[src/rtl/haar_pkg.sv]
// Shared encodings for the Haar classifier: feature modes, one-hot FSM
// states and 3x3 corner-grid point indices (k = 3*row + col).
package haar_pkg;

    localparam logic [1:0] MODE_VERT  = 2'd0;
    localparam logic [1:0] MODE_HORZ  = 2'd1;
    localparam logic [1:0] MODE_CHECK = 2'd2;

    localparam int ST_IDLE_B    = 0;
    localparam int ST_PREP_B    = 1;
    localparam int ST_FETCH_B   = 2;
    localparam int ST_COMPUTE_B = 3;
    localparam int ST_DONE_B    = 4;

    localparam logic [4:0] ST_IDLE    = 5'b00001;
    localparam logic [4:0] ST_PREP    = 5'b00010;
    localparam logic [4:0] ST_FETCH   = 5'b00100;
    localparam logic [4:0] ST_COMPUTE = 5'b01000;
    localparam logic [4:0] ST_DONE    = 5'b10000;

    localparam int GRID_POINTS = 9;

    localparam int P00 = 0;
    localparam int P01 = 1;
    localparam int P02 = 2;
    localparam int P10 = 3;
    localparam int P11 = 4;
    localparam int P12 = 5;
    localparam int P20 = 6;
    localparam int P21 = 7;
    localparam int P22 = 8;

endpackage

[src/rtl/haar_multi_classifier_if.sv]
// Request/read bus between detection_sm, the classifier and the
// integral-image buffer.
interface haar_multi_classifier_if #(
    parameter int DATA_W = 21,
    parameter int ADDR_W = 15
);
    logic                     detect_en;
    logic                     detect_done;
    logic [ADDR_W-1:0]        rd_addr;
    logic signed [DATA_W-1:0] data_in;

    modport master (
        output detect_en,
        output data_in,
        input  detect_done,
        input  rd_addr
    );

    modport slave (
        input  detect_en,
        input  data_in,
        output detect_done,
        output rd_addr
    );
endinterface

[src/rtl/haar_grid_addr.sv]
// Corner-grid address generator: 9 buffer addresses plus a window
// validity flag, addresses captured when load_i is high.
module haar_grid_addr
    import haar_pkg::*;
#(
    parameter int II_WIDTH  = 160,
    parameter int II_HEIGHT = 120,
    parameter int ADDR_W    = 15
) (
    input  logic              clk,
    input  logic              rst,
    input  logic              load_i,
    input  logic [7:0]        win_x_i,
    input  logic [6:0]        win_y_i,
    input  logic [7:0]        win_w_i,
    input  logic [6:0]        win_h_i,
    output logic              valid_o,
    output logic [ADDR_W-1:0] addr_d_o [GRID_POINTS],
    output logic [ADDR_W-1:0] addr_o   [GRID_POINTS]
);
    logic [9:0] row [3];
    logic [9:0] col [3];

    always_comb begin
        row[0] = 10'(win_y_i);
        row[1] = 10'(win_y_i) + 10'(win_h_i >> 1);
        row[2] = 10'(win_y_i) + 10'(win_h_i) - 10'd1;
        col[0] = 10'(win_x_i);
        col[1] = 10'(win_x_i) + 10'(win_w_i >> 1);
        col[2] = 10'(win_x_i) + 10'(win_w_i) - 10'd1;
        // Width/height guards come first so a wrapped far edge never passes
        valid_o = (win_w_i >= 8'd2) && (win_h_i >= 7'd2)
                  && (32'(col[2]) < II_WIDTH)
                  && (32'(row[2]) < II_HEIGHT);
        for (int i = 0; i < 3; i++) begin
            for (int j = 0; j < 3; j++) begin
                addr_d_o[3*i+j] = ADDR_W'(32'(row[i]) * 32'(II_WIDTH)
                                          + 32'(col[j]));
            end
        end
    end

    always_ff @(posedge clk) begin
        if (rst) begin
            for (int k = 0; k < GRID_POINTS; k++) begin
                addr_o[k] <= '0;
            end
        end else if (load_i) begin
            for (int k = 0; k < GRID_POINTS; k++) begin
                addr_o[k] <= addr_d_o[k];
            end
        end
    end
endmodule

[src/rtl/haar_multi_classifier.sv]
// Haar rectangle-feature classifier: fetches a 3x3 integral-image corner
// grid, scores one of three features and compares against a threshold.
module haar_multi_classifier
    import haar_pkg::*;
#(
    parameter int II_WIDTH   = 160,
    parameter int II_HEIGHT  = 120,
    parameter int DATA_W     = 21,
    parameter int ADDR_W     = 15,
    parameter int RD_LATENCY = 3,
    parameter int THR_INIT   = 500,
    parameter int THR_STEP   = 100,
    parameter int THR_MAX    = 288000
) (
    input  logic                     clk,
    input  logic                     rst,
    input  logic                     increment_threshold,
    input  logic                     decrement_threshold,
    input  logic [1:0]               mode,
    input  logic [7:0]               win_x,
    input  logic [6:0]               win_y,
    input  logic [7:0]               win_w,
    input  logic [6:0]               win_h,
    haar_multi_classifier_if.slave   bus,
    output logic                     detected_flag,
    output logic signed [DATA_W+2:0] score,
    output logic                     config_err,
    output logic signed [DATA_W-1:0] threshold
);
    localparam int SW = DATA_W + 3;
    localparam logic [7:0] LAT8   = 8'(RD_LATENCY);
    localparam logic [7:0] LASTPT = 8'(GRID_POINTS - 1);
    localparam logic [7:0] LAST8  = 8'(GRID_POINTS - 1 + RD_LATENCY);
    localparam logic signed [DATA_W+1:0] STEP_W = (DATA_W+2)'(THR_STEP);
    localparam logic signed [DATA_W+1:0] MAX_W  = (DATA_W+2)'(THR_MAX);
    localparam logic signed [DATA_W+1:0] ZERO_W = '0;

    logic [4:0]               state_q, state_d;
    logic                     en_q, start;
    logic [1:0]               mode_q;
    logic [7:0]               win_x_q, win_w_q;
    logic [6:0]               win_y_q, win_h_q;
    logic signed [DATA_W-1:0] thr_q, thr_d, thr_lat_q;
    logic signed [DATA_W+1:0] thr_x, thr_up, thr_dn;
    logic signed [SW-1:0]     thr_ext;
    logic [7:0]               cnt_q;
    logic [3:0]               nxt_idx, cap_idx;
    logic signed [DATA_W-1:0] pt_q [GRID_POINTS];
    logic signed [SW-1:0]     p    [GRID_POINTS];
    logic signed [SW-1:0]     feat_d, score_q;
    logic                     flag_q, err_q;
    logic [ADDR_W-1:0]        rd_addr_q;
    logic                     grid_ok;
    logic [ADDR_W-1:0]        addr_d [GRID_POINTS];
    logic [ADDR_W-1:0]        addr_q [GRID_POINTS];

    function automatic logic signed [SW-1:0] rect(
        input logic signed [SW-1:0] ac,
        input logic signed [SW-1:0] ad,
        input logic signed [SW-1:0] bc,
        input logic signed [SW-1:0] bd
    );
        return bd - ad - bc + ac;
    endfunction

    haar_grid_addr #(
        .II_WIDTH  (II_WIDTH),
        .II_HEIGHT (II_HEIGHT),
        .ADDR_W    (ADDR_W)
    ) u_grid (
        .clk      (clk),
        .rst      (rst),
        .load_i   (state_q[ST_PREP_B]),
        .win_x_i  (win_x_q),
        .win_y_i  (win_y_q),
        .win_w_i  (win_w_q),
        .win_h_i  (win_h_q),
        .valid_o  (grid_ok),
        .addr_d_o (addr_d),
        .addr_o   (addr_q)
    );

    assign start   = bus.detect_en & ~en_q & state_q[ST_IDLE_B];
    assign nxt_idx = cnt_q[3:0] + 4'd1;
    assign cap_idx = 4'(cnt_q - LAT8);
    assign thr_ext = {{3{thr_lat_q[DATA_W-1]}}, thr_lat_q};

    always_comb begin
        state_d = state_q;
        unique case (1'b1)
            state_q[ST_IDLE_B]:    if (start) state_d = ST_PREP;
            state_q[ST_PREP_B]:    state_d = grid_ok ? ST_FETCH : ST_DONE;
            state_q[ST_FETCH_B]:   if (cnt_q == LAST8) state_d = ST_COMPUTE;
            state_q[ST_COMPUTE_B]: state_d = ST_DONE;
            state_q[ST_DONE_B]:    state_d = ST_IDLE;
            default:               state_d = ST_IDLE;
        endcase
    end

    always_comb begin
        thr_x  = {{2{thr_q[DATA_W-1]}}, thr_q};
        thr_up = thr_x + STEP_W;
        thr_dn = thr_x - STEP_W;
        thr_d  = thr_q;
        if (increment_threshold && !decrement_threshold && thr_up < MAX_W)
            thr_d = thr_up[DATA_W-1:0];
        else if (decrement_threshold && !increment_threshold
                 && thr_dn > ZERO_W)
            thr_d = thr_dn[DATA_W-1:0];
    end

    always_comb begin
        for (int k = 0; k < GRID_POINTS; k++) begin
            p[k] = {{3{pt_q[k][DATA_W-1]}}, pt_q[k]};
        end
    end

    always_comb begin
        feat_d = '0;
        unique case (mode_q)
            MODE_HORZ:
                feat_d = rect(p[P00], p[P01], p[P20], p[P21])
                       - rect(p[P01], p[P02], p[P21], p[P22]);
            MODE_CHECK:
                feat_d = rect(p[P00], p[P01], p[P10], p[P11])
                       + rect(p[P11], p[P12], p[P21], p[P22])
                       - rect(p[P01], p[P02], p[P11], p[P12])
                       - rect(p[P10], p[P11], p[P20], p[P21]);
            default:
                feat_d = rect(p[P00], p[P02], p[P10], p[P12])
                       - rect(p[P10], p[P12], p[P20], p[P22]);
        endcase
    end

    always_ff @(posedge clk) begin
        if (rst) begin
            state_q   <= ST_IDLE;
            en_q      <= 1'b0;
            mode_q    <= MODE_VERT;
            win_x_q   <= '0;
            win_y_q   <= '0;
            win_w_q   <= '0;
            win_h_q   <= '0;
            thr_q     <= DATA_W'(THR_INIT);
            thr_lat_q <= DATA_W'(THR_INIT);
            cnt_q     <= '0;
            rd_addr_q <= '0;
            score_q   <= '0;
            flag_q    <= 1'b0;
            err_q     <= 1'b0;
            for (int k = 0; k < GRID_POINTS; k++) begin
                pt_q[k] <= '0;
            end
        end else begin
            state_q <= state_d;
            en_q    <= bus.detect_en;
            thr_q   <= thr_d;
            if (start) begin
                mode_q    <= mode;
                win_x_q   <= win_x;
                win_y_q   <= win_y;
                win_w_q   <= win_w;
                win_h_q   <= win_h;
                thr_lat_q <= thr_q;
            end
            if (state_q[ST_PREP_B]) begin
                cnt_q <= '0;
                err_q <= ~grid_ok;
                if (grid_ok) begin
                    rd_addr_q <= addr_d[P00];
                end else begin
                    score_q <= '0;
                    flag_q  <= 1'b0;
                end
            end
            // Address k leaves in cnt k; its data returns RD_LATENCY later
            if (state_q[ST_FETCH_B]) begin
                cnt_q     <= cnt_q + 8'd1;
                rd_addr_q <= (cnt_q < LASTPT) ? addr_q[nxt_idx] : '0;
                if (cnt_q >= LAT8) pt_q[cap_idx] <= bus.data_in;
            end
            if (state_q[ST_COMPUTE_B]) begin
                score_q <= feat_d;
                flag_q  <= feat_d > thr_ext;
            end
        end
    end

    assign bus.detect_done = state_q[ST_DONE_B];
    assign bus.rd_addr     = rd_addr_q;
    assign detected_flag   = flag_q;
    assign score           = score_q;
    assign config_err      = err_q;
    assign threshold       = thr_q;
endmodule

[src/flat_wrapper.sv]
// flat-port wrapper written by rule: the top's interface ports become plain ports
module haar_multi_classifier_flat import haar_pkg::*;
#(
    parameter int II_WIDTH   = 160,
    parameter int II_HEIGHT  = 120,
    parameter int DATA_W     = 21,
    parameter int ADDR_W     = 15,
    parameter int RD_LATENCY = 3,
    parameter int THR_INIT   = 500,
    parameter int THR_STEP   = 100,
    parameter int THR_MAX    = 288000
)
  (clk, rst, increment_threshold, decrement_threshold, mode, win_x, win_y, win_w, win_h, detected_flag, score, config_err, threshold, bus_detect_en, bus_data_in, bus_detect_done, bus_rd_addr);
  haar_multi_classifier_if #(.DATA_W(DATA_W), .ADDR_W(ADDR_W)) bus_i ();
  input  logic clk;
  input  logic rst;
  input  logic increment_threshold;
  input  logic decrement_threshold;
  input  logic [1:0] mode;
  input  logic [7:0] win_x;
  input  logic [6:0] win_y;
  input  logic [7:0] win_w;
  input  logic [6:0] win_h;
  output logic detected_flag;
  output logic signed [DATA_W+2:0] score;
  output logic config_err;
  output logic signed [DATA_W-1:0] threshold;
  input wire logic [$bits(bus_i.detect_en)-1:0] bus_detect_en;
  input wire logic [$bits(bus_i.data_in)-1:0] bus_data_in;
  output wire logic [$bits(bus_i.detect_done)-1:0] bus_detect_done;
  output wire logic [$bits(bus_i.rd_addr)-1:0] bus_rd_addr;
  assign bus_i.detect_en = bus_detect_en;
  assign bus_i.data_in = bus_data_in;
  assign bus_detect_done = bus_i.detect_done;
  assign bus_rd_addr = bus_i.rd_addr;
  haar_multi_classifier #(.II_WIDTH(II_WIDTH), .II_HEIGHT(II_HEIGHT), .DATA_W(DATA_W), .ADDR_W(ADDR_W), .RD_LATENCY(RD_LATENCY), .THR_INIT(THR_INIT), .THR_STEP(THR_STEP), .THR_MAX(THR_MAX)) u_core (.clk(clk), .rst(rst), .increment_threshold(increment_threshold), .decrement_threshold(decrement_threshold), .mode(mode), .win_x(win_x), .win_y(win_y), .win_w(win_w), .win_h(win_h), .bus(bus_i), .detected_flag(detected_flag), .score(score), .config_err(config_err), .threshold(threshold));
endmodule
[config.mk]
export PLATFORM = sky130hd
export DESIGN_NAME = haar_multi_classifier_flat
export DESIGN_NICKNAME = d
export VERILOG_FILES = /design/src/rtl/haar_pkg.sv /design/src/rtl/haar_multi_classifier_if.sv /design/src/rtl/haar_grid_addr.sv /design/src/rtl/haar_multi_classifier.sv /design/src/flat_wrapper.sv
export SDC_FILE = /design/constraint.sdc
export NUM_CORES = 2
export LEC_CHECK = 0
export ABC_AREA = 1
export CAP_MARGIN = 0
export CORE_ASPECT_RATIO = 0.6
export CORE_MARGIN = 2
export CORE_UTILIZATION = 55
export CTS_CLUSTER_SIZE = 30
export DETAILED_ROUTE_END_ITERATION = 6
export DONT_BUFFER_PORTS = 1
export GPL_TIMING_DRIVEN = 0
export PLACE_DENSITY = 0.67
export SLEW_MARGIN = 30
export SYNTH_ARGS = -nofsm -noshare
export SYNTH_HDL_FRONTEND = slang
export SYNTH_SLANG_ARGS = --single-unit
[constraint.sdc]
create_clock -name clk -period 8.71 [get_ports clk]
set_input_delay 1.742 -clock clk [delete_from_list [all_inputs] [get_ports clk]]
set_output_delay 1.742 -clock clk [all_outputs]
set_load 0.005 [all_outputs]
==> flow_summary.yaml <==
sta:
  slew-limit-headroom_pct: 24.7
  fin_skew_ps: 29.7
  worst_pin_slew_ps: 1130
  period_needed_ps: 9080
  maxSlewViolCount: 0
  hold_viol: 0
  rsz0062_at_grt: "true"
  final-setup-viol-count: 1
  holdWs_ps: 456
  setup_ws_ps: -368
  post-route-period-util_pct: 104
  max_freq_mhz: 110
synth:
  synth_area_sq_um: 44500
  synth_warnings: 0
  yosysMostFrequentCell: "inv_1"
  yosysSeqAreaShare_pct: 23.1
  synth_top_area_share_pct: 15.0
  synth-edff-count: 189
  synth_cell_types: 59
  synth_seq_cells: 419
  synthCells: 5807
  syn_area_per_cell_sq_um: 7.67
  synth_top_cell_by_area: "fa_1"
  async_flop_share_pct: 0
  synth_common_cells: "949 x inv_1, 842 x nand2_1, 600 x nor2_1, 530 x a21oi_1, 443 x ha_1"
  synth_flop_cell: "dfxtp_1"
  synthTopCellsByArea: "fa_1 15%, edfxtp_1 13%, ha_1 12%"
clocking:
  htreeDepth: 2
  cts_sinks: 419
  numCtsBuffers: 46
  clk_latency_ps: 650
  cts_tree: "built"
  ctsRootBufferMaster: "clkbuf_16"
  clkTransAtPathRegs_ps: 70
  cts_buffer_depth: 3
grt:
  first_global_vias: 38700
  antenna_found_initial: 12
  overflow: 0
  grt_max_degree: 22
  track_usage_pct: 43.8
  grt_pass1_wl_um: 263000
layout:
  area_growth_pct: 14.6
  regArea_sq_um: 10300
  stdcell_area_sq_um: 51000
  drive_gt1_share_pct: 10.2
  multiInputGateArea_sq_um: 32700
  fillerInstances: 7011
  fin_nets: 6800
detailed_routing:
  ant_nets: 0
  via_per_inst: 6.16
  wl_met2_um: 60300
  drtIter0Drc: 6615
  routed_wl_um: 187000
  drc: 0
  route.met3.wl_um: 38300
  num_vias: 43600
  dr.max_layer_used: "met5"
  first_pass_iters: 7
  wl_met1_um: 84900
  wire_per_inst_um: 26.5
critical_path:
  crit_required_ps: 9190
  arrival_ps: 9560
  worst_path_largest_cell_delay_ps: 610
  ff2ff_path_depth: 39
  critPathKind: "reg -> reg"
  endpoint_kind: "flip-flop"
  cp_slowest_cell: "ha_1"
  start_kind: "flip-flop"
  reg2reg_slack_ps: -370
  path_max_fanout: 4
  reg2reg_to: "u_core.detected_flag$_SDFFE_PP0P_"
  reg2reg_from: "u_core.pt_q[5][5]$_SDFFCE_PN0P_"
floorplanning:
  die_x_um: 371
  dieHeight_um: 224
  core.rowCount: 80
  dieArea_sq_um: 83300
  io_pins: 121
  initial_core_util_pct: 55.8
  core_area_sq_um: 79800
flow_run:
  max_cap_violations: 0
placement:
  gp_routability_congestion: 1.07
  io_buffer_count: 0
  place_area_sq_um: 45900
  hpwl_um: 155000
min_path:
  holdPathEnd: "u_core.u_grid.addr_o[5]$_SDFFE_PP0P_"
  worstHoldPathCells: 2
  hp-class: "reg -> reg"
  min_from: "u_core.u_grid.addr_o[5]$_SDFFE_PP0P_"
status:
  violations: "setup timing"
  status: "finished with violations"
-- cell families after synthesis --
kind of cell	after synthesis	synth area share (%)
AOI/OAI and AO/OA	1195	14.8
xor gates and xnor gates	328	6.45
adders and majority gates	777	27.5
buffers and inverters	1117	9.58
DFF	419	23.1
muxes	4	0.0899
other	1	0.00842
and+or+nand+nor	1966	18.5
-- cell usage in the layout (no fill, tap or decap), drive strengths merged, types with 26 or more instances in the layout --
master and count:
a21boi 26, a21o 30, a21oi 533, buf 142, clkbuf 160, clkinv 43, dfxtp 230, edfxtp 189
fa 334, ha 443, inv 953, nand2 845, nand3 330, nand4 69, nor2 603, nor3 59
o211ai 48, o21ai 435, xnor2 127, xor2 201
-- area by class of cell --
class / instances / area share [%]
well taps: 1066 / 2.61
clock inverters: 30 / 0.750
multi-input cells: 4272 / 64.0
flip-flops and latches: 419 / 20.1
inverters: 979 / 7.23
clock buffers: 55 / 2.44
plain buffers: 138 / 1.17
repair buffers: 109 / 1.67
diodes: 6 / 0.0294
-- worst max path at each step --
stage / start / to / slack [ps] / cells after the start
after floorplan: u_core.pt_q[2][0]$_SDFFCE_PN0P_ / u_core.detected_flag$_SDFFE_PP0P_ / 710 / 42
after global placement: u_core.pt_q[2][0]$_SDFFCE_PN0P_ / u_core.detected_flag$_SDFFE_PP0P_ / -3000 / 42
after detailed placement: u_core.pt_q[2][0]$_SDFFCE_PN0P_ / u_core.detected_flag$_SDFFE_PP0P_ / -2420 / 42
after CTS: u_core.pt_q[8][0]$_SDFFCE_PN0P_ / u_core.detected_flag$_SDFFE_PP0P_ / 0.3 / 42
after global routing: u_core.pt_q[2][0]$_SDFFCE_PN0P_ / u_core.detected_flag$_SDFFE_PP0P_ / -400 / 46
final: u_core.pt_q[5][5]$_SDFFCE_PN0P_ / u_core.detected_flag$_SDFFE_PP0P_ / -370 / 39
-- registers in the layout (all words and copies together), names as in the netlist, 8 cells and up --
| name | cells |
|---|---|
| u_core.score | 24 |
| u_core.win_w_q | 8 |
| u_core.threshold | 19 |
| u_core.thr_lat_q | 19 |
| u_core.bus.rd_addr | 15 |
| u_core.win_x_q | 8 |
| u_core.pt_q | 189 |
| u_core.cnt_q | 8 |
| u_core.u_grid.addr_o | 105 |
-- worst max-delay path: cells and delay by family, from the launching register on --
kind | cells | cell delay (ps)
buffers and inverters | 4 | 470
DFF | 1 | 460
adders and majority gates | 6 | 2270
AOI/OAI and AO/OA | 10 | 2270
and+or+nand+nor | 17 | 2890
xor gates and xnor gates | 2 | 540
-- through the flow --
stage               setup WS [ps]  util, %  TNS (ps)  cells
floorplan                     711        -         0   5808
global placement            -3000     57.5    -12800   6874
detailed placement          -2420     57.6     -7780   6875
CTS                         0.329     61.9         0   7008
global route                 -404     64.0      -404   7068
finish                       -368     64.0      -368   7074
-- layer usage --
| metal | vias to the layer above | global-route usage [%] |
|---|---|---|
| li1 | 19400 | - |
| met1 | 20800 | 69.8 |
| met2 | 3079 | 46.4 |
| met3 | 238 | 27.1 |
| met4 | 24 | 7.34 |
| met5 | - | 6.06 |
-- repair_timing --
action / 4_1_cts / 5_1_grt
hold buffers: 0 / 0
setup buffers: 48 / 60
pin swaps: 66 / 124
setup endpoints to repair: 12 / 1
resized for setup: 291 / 253
Power is left out: the tool's default activity adds up to more than one toggle a clock period on the data nets, which glitch-free logic cannot reach.
